File: src/rtl/universal_shift_reg_if.sv
// Bus bundle for universal_shift_reg: control/data requests in, register state out.
interface universal_shift_reg_if #(
  parameter int WIDTH = 8,
  parameter int CNT_W = 4
);
  logic             i_load;
  logic             i_start;
  logic [2:0]       i_mode;
  logic [CNT_W-1:0] i_amt;
  logic             i_sin;
  logic [WIDTH-1:0] i_d;
  logic [WIDTH-1:0] o_o;
  logic             o_sout;
  logic             o_busy;
  logic             o_done;

  modport master (
    output i_load, i_start, i_mode, i_amt, i_sin, i_d,
    input  o_o, o_sout, o_busy, o_done
  );

  modport slave (
    input  i_load, i_start, i_mode, i_amt, i_sin, i_d,
    output o_o, o_sout, o_busy, o_done
  );
endinterface

File: src/rtl/universal_shift_reg.sv
// Multi-mode shift register: parallel load, then N single-bit shifts under a two-state FSM.
module universal_shift_reg #(
  parameter int WIDTH = 8,
  parameter int CNT_W = 4
) (
  input  logic                 i_clk,
  input  logic                 i_rst,
  universal_shift_reg_if.slave bus
);

  typedef enum logic {ST_IDLE = 1'b0, ST_RUN = 1'b1} state_t;

  state_t           r_state;
  logic [CNT_W-1:0] r_cnt;
  logic [2:0]       r_mode;
  logic [WIDTH-1:0] r_o;
  logic             r_sout;
  logic             r_busy;
  logic             r_done;

  state_t           w_state_nxt;
  logic [CNT_W-1:0] w_cnt_nxt;
  logic [CNT_W-1:0] w_amt_clamp;
  logic [2:0]       w_mode_nxt;
  logic [WIDTH-1:0] w_o_nxt;
  logic             w_sout_nxt;
  logic             w_done_nxt;
  logic [WIDTH:0]   w_shift;

  // One shift step; result is {sout, o}. Reserved mode holds both.
  function automatic logic [WIDTH:0] shift_step(
    input logic [2:0]       mode,
    input logic [WIDTH-1:0] o,
    input logic             sout,
    input logic             sin
  );
    logic [WIDTH:0] res;
    case (mode)
      3'b000:  res = {o[WIDTH-1], o[WIDTH-2:0], 1'b0};
      3'b001:  res = {o[0], 1'b0, o[WIDTH-1:1]};
      3'b010:  res = {o[0], o[WIDTH-1], o[WIDTH-1:1]};
      3'b011:  res = {o[WIDTH-1], o[WIDTH-2:0], o[WIDTH-1]};
      3'b100:  res = {o[0], o[0], o[WIDTH-1:1]};
      3'b101:  res = {o[WIDTH-1], o[WIDTH-2:0], sin};
      3'b110:  res = {o[0], sin, o[WIDTH-1:1]};
      default: res = {sout, o};
    endcase
    return res;
  endfunction

  // Next-state, counter and datapath decode.
  always_comb begin
    w_state_nxt = r_state;
    w_cnt_nxt   = r_cnt;
    w_mode_nxt  = r_mode;
    w_o_nxt     = r_o;
    w_sout_nxt  = r_sout;
    w_done_nxt  = 1'b0;
    w_shift     = shift_step(r_mode, r_o, r_sout, bus.i_sin);
    if (bus.i_amt > CNT_W'(WIDTH)) begin
      w_amt_clamp = CNT_W'(WIDTH);
    end else begin
      w_amt_clamp = bus.i_amt;
    end
    case (r_state)
      ST_IDLE: begin
        if (bus.i_load) begin
          w_o_nxt = bus.i_d;
        end else if (bus.i_start) begin
          w_mode_nxt = bus.i_mode;
          if (w_amt_clamp != {CNT_W{1'b0}}) begin
            w_state_nxt = ST_RUN;
            w_cnt_nxt   = w_amt_clamp;
          end else begin
            w_done_nxt = 1'b1;
          end
        end else begin
          w_state_nxt = ST_IDLE;
        end
      end
      ST_RUN: begin
        {w_sout_nxt, w_o_nxt} = w_shift;
        w_cnt_nxt = r_cnt - CNT_W'(1);
        if (r_cnt == CNT_W'(1)) begin
          w_state_nxt = ST_IDLE;
          w_done_nxt  = 1'b1;
        end else begin
          w_state_nxt = ST_RUN;
        end
      end
      default: begin
        w_state_nxt = ST_IDLE;
        w_cnt_nxt   = {CNT_W{1'b0}};
      end
    endcase
  end

  // State and output registers; reset clears everything without waiting for a clock.
  always_ff @(posedge i_clk or posedge i_rst) begin
    if (i_rst) begin
      r_state <= ST_IDLE;
      r_cnt   <= {CNT_W{1'b0}};
      r_mode  <= 3'b000;
      r_o     <= {WIDTH{1'b0}};
      r_sout  <= 1'b0;
      r_busy  <= 1'b0;
      r_done  <= 1'b0;
    end else begin
      r_state <= w_state_nxt;
      r_cnt   <= w_cnt_nxt;
      r_mode  <= w_mode_nxt;
      r_o     <= w_o_nxt;
      r_sout  <= w_sout_nxt;
      r_busy  <= (w_state_nxt == ST_RUN);
      r_done  <= w_done_nxt;
    end
  end

  assign bus.o_o    = r_o;
  assign bus.o_sout = r_sout;
  assign bus.o_busy = r_busy;
  assign bus.o_done = r_done;

endmodule

File: src/flat_wrapper.sv
// flat-port wrapper written by rule: the top's interface ports become plain ports
module universal_shift_reg_flat 
#(
  parameter int WIDTH = 8,
  parameter int CNT_W = 4
)
  (i_clk, i_rst, bus_i_load, bus_i_start, bus_i_mode, bus_i_amt, bus_i_sin, bus_i_d, bus_o_o, bus_o_sout, bus_o_busy, bus_o_done);
  universal_shift_reg_if #(.WIDTH(WIDTH), .CNT_W(CNT_W)) bus_i ();
  input  logic i_clk;
  input  logic i_rst;
  input wire logic [$bits(bus_i.i_load)-1:0] bus_i_load;
  input wire logic [$bits(bus_i.i_start)-1:0] bus_i_start;
  input wire logic [$bits(bus_i.i_mode)-1:0] bus_i_mode;
  input wire logic [$bits(bus_i.i_amt)-1:0] bus_i_amt;
  input wire logic [$bits(bus_i.i_sin)-1:0] bus_i_sin;
  input wire logic [$bits(bus_i.i_d)-1:0] bus_i_d;
  output wire logic [$bits(bus_i.o_o)-1:0] bus_o_o;
  output wire logic [$bits(bus_i.o_sout)-1:0] bus_o_sout;
  output wire logic [$bits(bus_i.o_busy)-1:0] bus_o_busy;
  output wire logic [$bits(bus_i.o_done)-1:0] bus_o_done;
  assign bus_i.i_load = bus_i_load;
  assign bus_i.i_start = bus_i_start;
  assign bus_i.i_mode = bus_i_mode;
  assign bus_i.i_amt = bus_i_amt;
  assign bus_i.i_sin = bus_i_sin;
  assign bus_i.i_d = bus_i_d;
  assign bus_o_o = bus_i.o_o;
  assign bus_o_sout = bus_i.o_sout;
  assign bus_o_busy = bus_i.o_busy;
  assign bus_o_done = bus_i.o_done;
  universal_shift_reg #(.WIDTH(WIDTH), .CNT_W(CNT_W)) u_core (.i_clk(i_clk), .i_rst(i_rst), .bus(bus_i));
endmodule
File: config.mk
export PLATFORM = sky130hd
export DESIGN_NAME = universal_shift_reg_flat
export DESIGN_NICKNAME = d
export VERILOG_FILES = /design/src/rtl/universal_shift_reg_if.sv /design/src/rtl/universal_shift_reg.sv /design/src/flat_wrapper.sv
export SDC_FILE = /design/constraint.sdc
export NUM_CORES = 1
export LEC_CHECK = 0
export ABC_AREA = 1
export CORE_MARGIN = 2
export CORE_UTILIZATION = 40
export DETAILED_ROUTE_END_ITERATION = 10
export DONT_BUFFER_PORTS = 1
export PLACE_DENSITY = 0.52
export SYNTH_ARGS = -nofsm -noshare
export SYNTH_HDL_FRONTEND = slang
export SYNTH_SLANG_ARGS = --single-unit
export TNS_END_PERCENT = 10
File: constraint.sdc
create_clock -name i_clk -period 2.9 [get_ports i_clk]
set_clock_uncertainty 0.2 [all_clocks]
set_input_delay 0.29 -clock i_clk [delete_from_list [all_inputs] [get_ports i_clk]]
set_output_delay 0.29 -clock i_clk [all_outputs]
set_load 0.01 [all_outputs]
==> impl_metrics.json, run 1 <==
{
  "status": "complete, no violations",
  "drt-pass1-iter-count": 4,
  "worst_path_max_delay_cell": "dfrtp_1",
  "cts_sinks": 18,
  "fmax_mhz": 570.5,
  "finalHoldViolations": 0,
  "wirelength_um": 2687,
  "dpl.hpwl_um": 1950,
  "core_sq_um": 2781,
  "drive_gt1_share_pct": 7.182,
  "reg2reg_depth": 7,
  "dr_wl_met2_um": 1221,
  "hp-start": "bus_i_d[4]",
  "root_buffer": "clkbuf_4",
  "drt-initial-drc-count": 63,
  "cts_resized": 0,
  "row_count": 19,
  "ys_ff_latch": 18,
  "grt_pass1_wl_um": 4754,
  "layout_common_cells": "nand2_1, nor2_1, dfrtp_1, nand3_1, inv_1",
  "hold_class": "in2reg",
  "top_layer_used": "met4",
  "ys.warnings.count": 0,
  "slew_violations": 0,
  "cts_tree": "yes",
  "cts_hold_buf": 8,
  "hold_ws_ns": 0.02013,
  "grt_max_degree": 19,
  "period_needed_ns": 1.753,
  "gp_congestion": 0.8097,
  "areaGrowthSynthToFinish_pct": 11.40,
  "synthDistinctLibCells": 28,
  "io_pins": 31,
  "postCtsSetupRepairBufs": 0,
  "r2r-start": "u_core.r_state",
  "tns_ns": 0,
  "grtUsageTotal_pct": 18.32,
  "clk_path_buf_depth": 2,
  "clkLatencyLatePin_ns": 0.30,
  "power_density_nw_per_um2": 1172,
  "wl_met1_um": 1301,
  "cp_common_cell": "nand2_1",
  "whs_path_depth": 4,
  "syn_inst": 172,
  "path_max_fanout": 15,
  "yosysSeqAreaShare_pct": 38.34,
  "path_cells": "buf_4 -> o21ai_4 -> inv_2 -> nor2_4 -> nor2_1 -> nand2_1 -> nand2_1",
  "synth_top_area_cell": "dfrtp_1",
  "synth.avg_cell_area_sq_um": 6.831,
  "r2r_end": "u_core.bus.o_o[2]",
  "numPortBuffers": 0,
  "worst_hold_path.endpoint": "u_core.bus.o_o[4]",
  "rrSetupSlack_ns": 1.15,
  "h-tree-depth": 1,
  "antenna_found_initial": 0,
  "fin_total_pwr_mw": 1.534,
  "grt.overflow.total": 0,
  "design.die.area_sq_um": 3387,
  "die_x_um": 58.20,
  "tightest_slew_ns": 0.7032,
  "p_leak_nw": 0.6653,
  "antenna_left": 0,
  "initial_utilization_pct": 42.24,
  "grt_setup_unrepaired": "false",
  "n_antenna_cell": 0,
  "nets": 204,
  "fin_crit_sh_pct": 60.44,
  "maxSlewHeadroom_pct": 53.07,
  "grt_pass1_vias": 1075,
  "avgRoutedWirePerCell_um": 12.67,
  "num_vias": 1078,
  "synth_top_area_share_pct": 38.34,
  "worstSetupEndpointType": "flop",
  "start_kind": "flop",
  "worstPathArrival_ns": 1.74,
  "clk_pin_slew_ns": 0.12,
  "drc": 0,
  "maxCapViolCount": 0,
  "netlist_area_sq_um": 1175,
  "layout_commonest_cell": "nand2_1",
  "dieHeight_um": 58.20,
  "crit_type": "reg2reg",
  "syn-num-nets": 194,
  "viasPerCell": 5.085,
  "final_area_sq_um": 1309,
  "place_area_sq_um": 1192,
  "cp_slowest_stage_delay_ns": 0.58,
  "crit_required_ns": 2.89,
  "ys_top_cells_by_area": "dfrtp_1, nand2_1, nand3_1",
  "cts_buffers": 3,
  "peakVddDrop_mv": 0.5584,
  "finalSetupViolCount": 0,
  "met3WireLength_um": 142
}
critical path, delay by kind of cell, from the launching register on:
| family | cells | cell delay, ns |
|---|---|---|
| simple gates | 4 | 0.39 |
| buf+inv | 2 | 0.38 |
| compound gates | 1 | 0.09 |
| flops | 1 | 0.58 |
worst max-delay path by stage:
stage / startpoint / to / slack, ns / depth (start not counted)
5_1_grt: u_core.r_state / u_core.bus.o_o[6] / 0.98 / 7
3_3_place_gp: u_core.r_state / u_core.bus.o_o[4] / 1.20 / 7
3_5_place_dp: u_core.r_state / u_core.bus.o_o[4] / 1.15 / 7
6_report: u_core.r_state / u_core.bus.o_o[2] / 1.15 / 7
2_1_floorplan: u_core.r_state / u_core.bus.o_o[6] / 1.47 / 6
4_1_cts: u_core.r_state / u_core.bus.o_o[4] / 1.14 / 7
stage by stage:
step / utilization (%) / cells / setup WS, ns
2_1_floorplan: - / 172 / 1.471
3_3_place_gp: 42.87 / 200 / 1.198
3_5_place_dp: 42.87 / 200 / 1.155
4_1_cts: 47.05 / 212 / 1.138
5_1_grt: 47.05 / 212 / 0.9812
6_report: 47.05 / 212 / 1.147
logic make-up after synthesis:
family                     Yosys count  share of synthesized area, %
xor gates and xnor gates             2                         1.491
adders and majority gates            2                         2.130
DFF                                 18                         38.34
AOI/OAI and AO/OA                   15                         8.626
and+or+nand+nor                    113                         41.22
buffers and inverters               22                         8.200
cell usage after synthesis, drive strengths merged:
| library cell | number |
|---|---|
| a21oi | 3 |
| xor2 | 1 |
| a32oi | 1 |
| nand4 | 2 |
| nand3 | 17 |
| nor2 | 22 |
| o21ai | 7 |
| o221ai | 1 |
| nand2 | 68 |
| inv | 18 |
| and2 | 1 |
| nand3b | 1 |
| ha | 2 |
| xnor2 | 1 |
| dfrtp | 18 |
| buf | 4 |
| nor3b | 1 |
| nor3 | 1 |
| o211ai | 1 |
| o31ai | 2 |
area by class of cell:
cell class / count / area, sq um
Fill cell: 291 / 1473
Multi-Input combinational cell: 132 / 628.1
Sequential cell: 18 / 450.4
Timing Repair Buffer: 9 / 87.58
Inverter: 18 / 67.56
Tap cell: 31 / 38.79
Clock buffer: 4 / 36.28
power by group:
| part | internal [mW] | leakage (nW) | switching, mW |
|---|---|---|---|
| sequential | 0.380 | 0.219 | 0.191 |
| clock | 0.0764 | 0.0210 | 0.0826 |
| combinational | 0.305 | 0.426 | 0.498 |
routing by layer:
| layer | vias up | GRT usage (%) |
|---|---|---|
| met5 | - | 0 |
| met1 | 489 | 24.44 |
| met2 | 24 | 28.73 |
| met4 | 0 | 7.641 |
| met3 | 2 | 4.018 |
| li1 | 563 | - |
flip-flops by register name, indices dropped and copies added, names as in the netlist:
signal,cells
u_core.bus.o_done,1
u_core.bus.o_o,8
u_core.bus.o_sout,1
u_core.r_cnt,4
u_core.r_mode,3
u_core.r_state,1
Note: power is estimated with default switching activity, not from simulation.
==> run 2: changes to the inputs <==
Settings changed: PLACE_DENSITY 0.52 to 0.54.
Clock period 2.9 ns to 1.6 ns, I/O delays scaled along.
==> run 2 against run 1 <==
Net effect:
- worst hold slack improved by 0.083 ns
- first-iteration DRC count decreased by 13%
- critical path depth unchanged
- core utilization increased by 6.9 points
- clock-buffer cell count unchanged
- critical path type unchanged
- largest power group unchanged
- highest routed layer unchanged
==> impl_metrics.json, run 2 (synthesized netlist as in run 1, its figures left out) <==
{
  "design.die.area_sq_um": 3387,
  "worst_path_max_delay_cell": "dfrtp_2",
  "tightest_slew_ns": 0.4166,
  "grt.overflow.total": 0,
  "worstSetupEndpointType": "flop",
  "clkLatencyLatePin_ns": 0.30,
  "place_area_sq_um": 1237,
  "grtUsageTotal_pct": 18.95,
  "dieHeight_um": 58.20,
  "gp_congestion": 0.8275,
  "crit_buf_inv": 1,
  "antenna_left": 0,
  "period_needed_ns": 1.455,
  "dp.cells": 206,
  "finalHoldViolations": 0,
  "dpl.hpwl_um": 1970,
  "initial_utilization_pct": 42.24,
  "hold_class": "in2async",
  "start_kind": "flop",
  "slew_violations": 0,
  "n_antenna_cell": 0,
  "clockPowerShare_pct": 9.6,
  "grt_pass1_vias": 1162,
  "nets": 223,
  "avgRoutedWirePerCell_um": 12.66,
  "drt-initial-drc-count": 55,
  "power_switching_mw": 1.467,
  "swShare_pct": 49.37,
  "internal_power_mw": 1.504,
  "root_buffer": "clkbuf_4",
  "combPwrFrac_pct": 57.2,
  "clk_path_buf_depth": 2,
  "antenna_found_initial": 0,
  "drc": 0,
  "row_count": 19,
  "numPortBuffers": 0,
  "pwr-share-seq_pct": 33.1,
  "largest_reg_flops": 8,
  "h-tree-depth": 1,
  "finalSetupViolCount": 0,
  "grt_pass1_wl_um": 4940,
  "critPathTopFamily": "simple AND/OR/NAND/NOR gates",
  "instances_no_fill": 231,
  "cp_common_cell": "nand2_1",
  "register_area_sq_um": 452.9,
  "cts_buffers": 3,
  "num_vias": 1177,
  "status": "complete, no violations",
  "maxSlewHeadroom_pct": 72.13,
  "die_x_um": 58.20,
  "path_max_fanout": 6,
  "worstPathArrival_ns": 1.46,
  "wirelength_um": 2925,
  "core_sq_um": 2781,
  "p_leak_nw": 0.7458,
  "path_cells": "nand2_2 -> o21ai_4 -> inv_2 -> nor2_4 -> nor2_1 -> nand2_1 -> nand2_1",
  "power_density_nw_per_um2": 1980,
  "cts_tree": "yes",
  "fin_crit_sh_pct": 90.95,
  "fillers": 252,
  "final_area_sq_um": 1500,
  "viasPerCell": 5.095,
  "multi_input_area_sq_um": 649.4,
  "grt_max_degree": 19,
  "areaGrowthSynthToFinish_pct": 27.69,
  "drive_gt1_share_pct": 12.50,
  "drt-pass1-iter-count": 4,
  "crit_required_ns": 1.60,
  "clk_pin_slew_ns": 0.12,
  "peakVddDrop_mv": 1.102,
  "hold_ws_ns": 0.1036,
  "crit_type": "reg2reg",
  "postLayoutCoreUtil_pct": 53.94,
  "fmax_mhz": 687.2,
  "cts_sinks": 18,
  "io_pins": 31,
  "maxCapViolCount": 0,
  "layout_commonest_cell": "nand2_1",
  "cp_slowest_stage_delay_ns": 0.43,
  "layout_common_cells": "nand2_1, nor2_1, dlygate4sd3_1, nand3_1, dfrtp_1"
}
[run 2: cell types whose count changed in the layout (fill, tap and decap cells not counted), moves of 2 or more]
cell           delta
buf_4             +6
dfrtp_1           -2
dfrtp_2           +2
dlygate4sd3_1    +12
[run 2: worst register-to-register path, delay by kind of cell, from the launching register on]
kind                   cells  cell delay [ns]
buffers and inverters      1             0.10
flip-flops                 1             0.43
AND/OR/NAND/NOR            5             0.49
AO/OA/AOI/OAI              1             0.15
[run 2: through the flow]
stage | TNS [ns] | power (mW) | worst slack (ns)
CTS | 0 | 2.908 | 0.05176
detailed placement | 0 | 2.563 | 0.1102
global placement | 0 | 2.538 | 0.1170
finish | 0 | 2.971 | 0.1448
global route | -0.007560 | 3.312 | -0.004208
floorplan | 0 | 2.221 | 0.1713
[run 2: worst paths after layout]
kind	startpoint	slack, ns	endpoint	cells past startpoint
min in group i_clk	bus_i_load	0.14	u_core.bus.o_o[4]	6
max	u_core.r_mode[0]	0.14	u_core.bus.o_o[4]	7
max reg2reg	u_core.r_mode[0]	0.14	u_core.bus.o_o[4]	7
min	i_rst	0.10	u_core.bus.o_o[5]	3
max in group asynchronous	i_rst	0.87	u_core.r_mode[0]	3
min reg2reg	u_core.bus.o_sout	0.36	u_core.bus.o_sout	2
[run 2: layout make-up]
class	instances	area share (%)
well taps	31	2.585
clock buffers	4	2.419
flip-flops and latches	18	30.19
inverters	18	4.671
repair buffers	27	16.85
multi-input cells	133	43.29
[run 2: power groups by stage]
stage / clock network (mW) / logic (mW) / registers (mW)
after global placement: 0 / 1.56 / 0.977
after detailed placement: 0 / 1.58 / 0.982
after global routing: 0.313 / 1.98 / 1.02
after CTS: 0.301 / 1.64 / 0.971
final: 0.287 / 1.70 / 0.984
after floorplan: 0 / 1.29 / 0.931
[run 2: routing by layer]
layer,part of all wire [%],GRT usage [%],routed length [um],vias to the layer above
li1,-,-,-,601
met3,3.6,2.455,105,4
met1,48,24.68,1390,549
met2,48,31.17,1397,23
met5,0,0,0,-
met4,1.1,8.970,31,0
[run 2: what timing repair did]
action                                  in CTS  in global routing
setup buffers                                0                  0
endpoints found under the hold margin       34                  1
endpoints found under the setup margin       0                  9
resized for setup                            0                  7
hold buffers                                20                  1
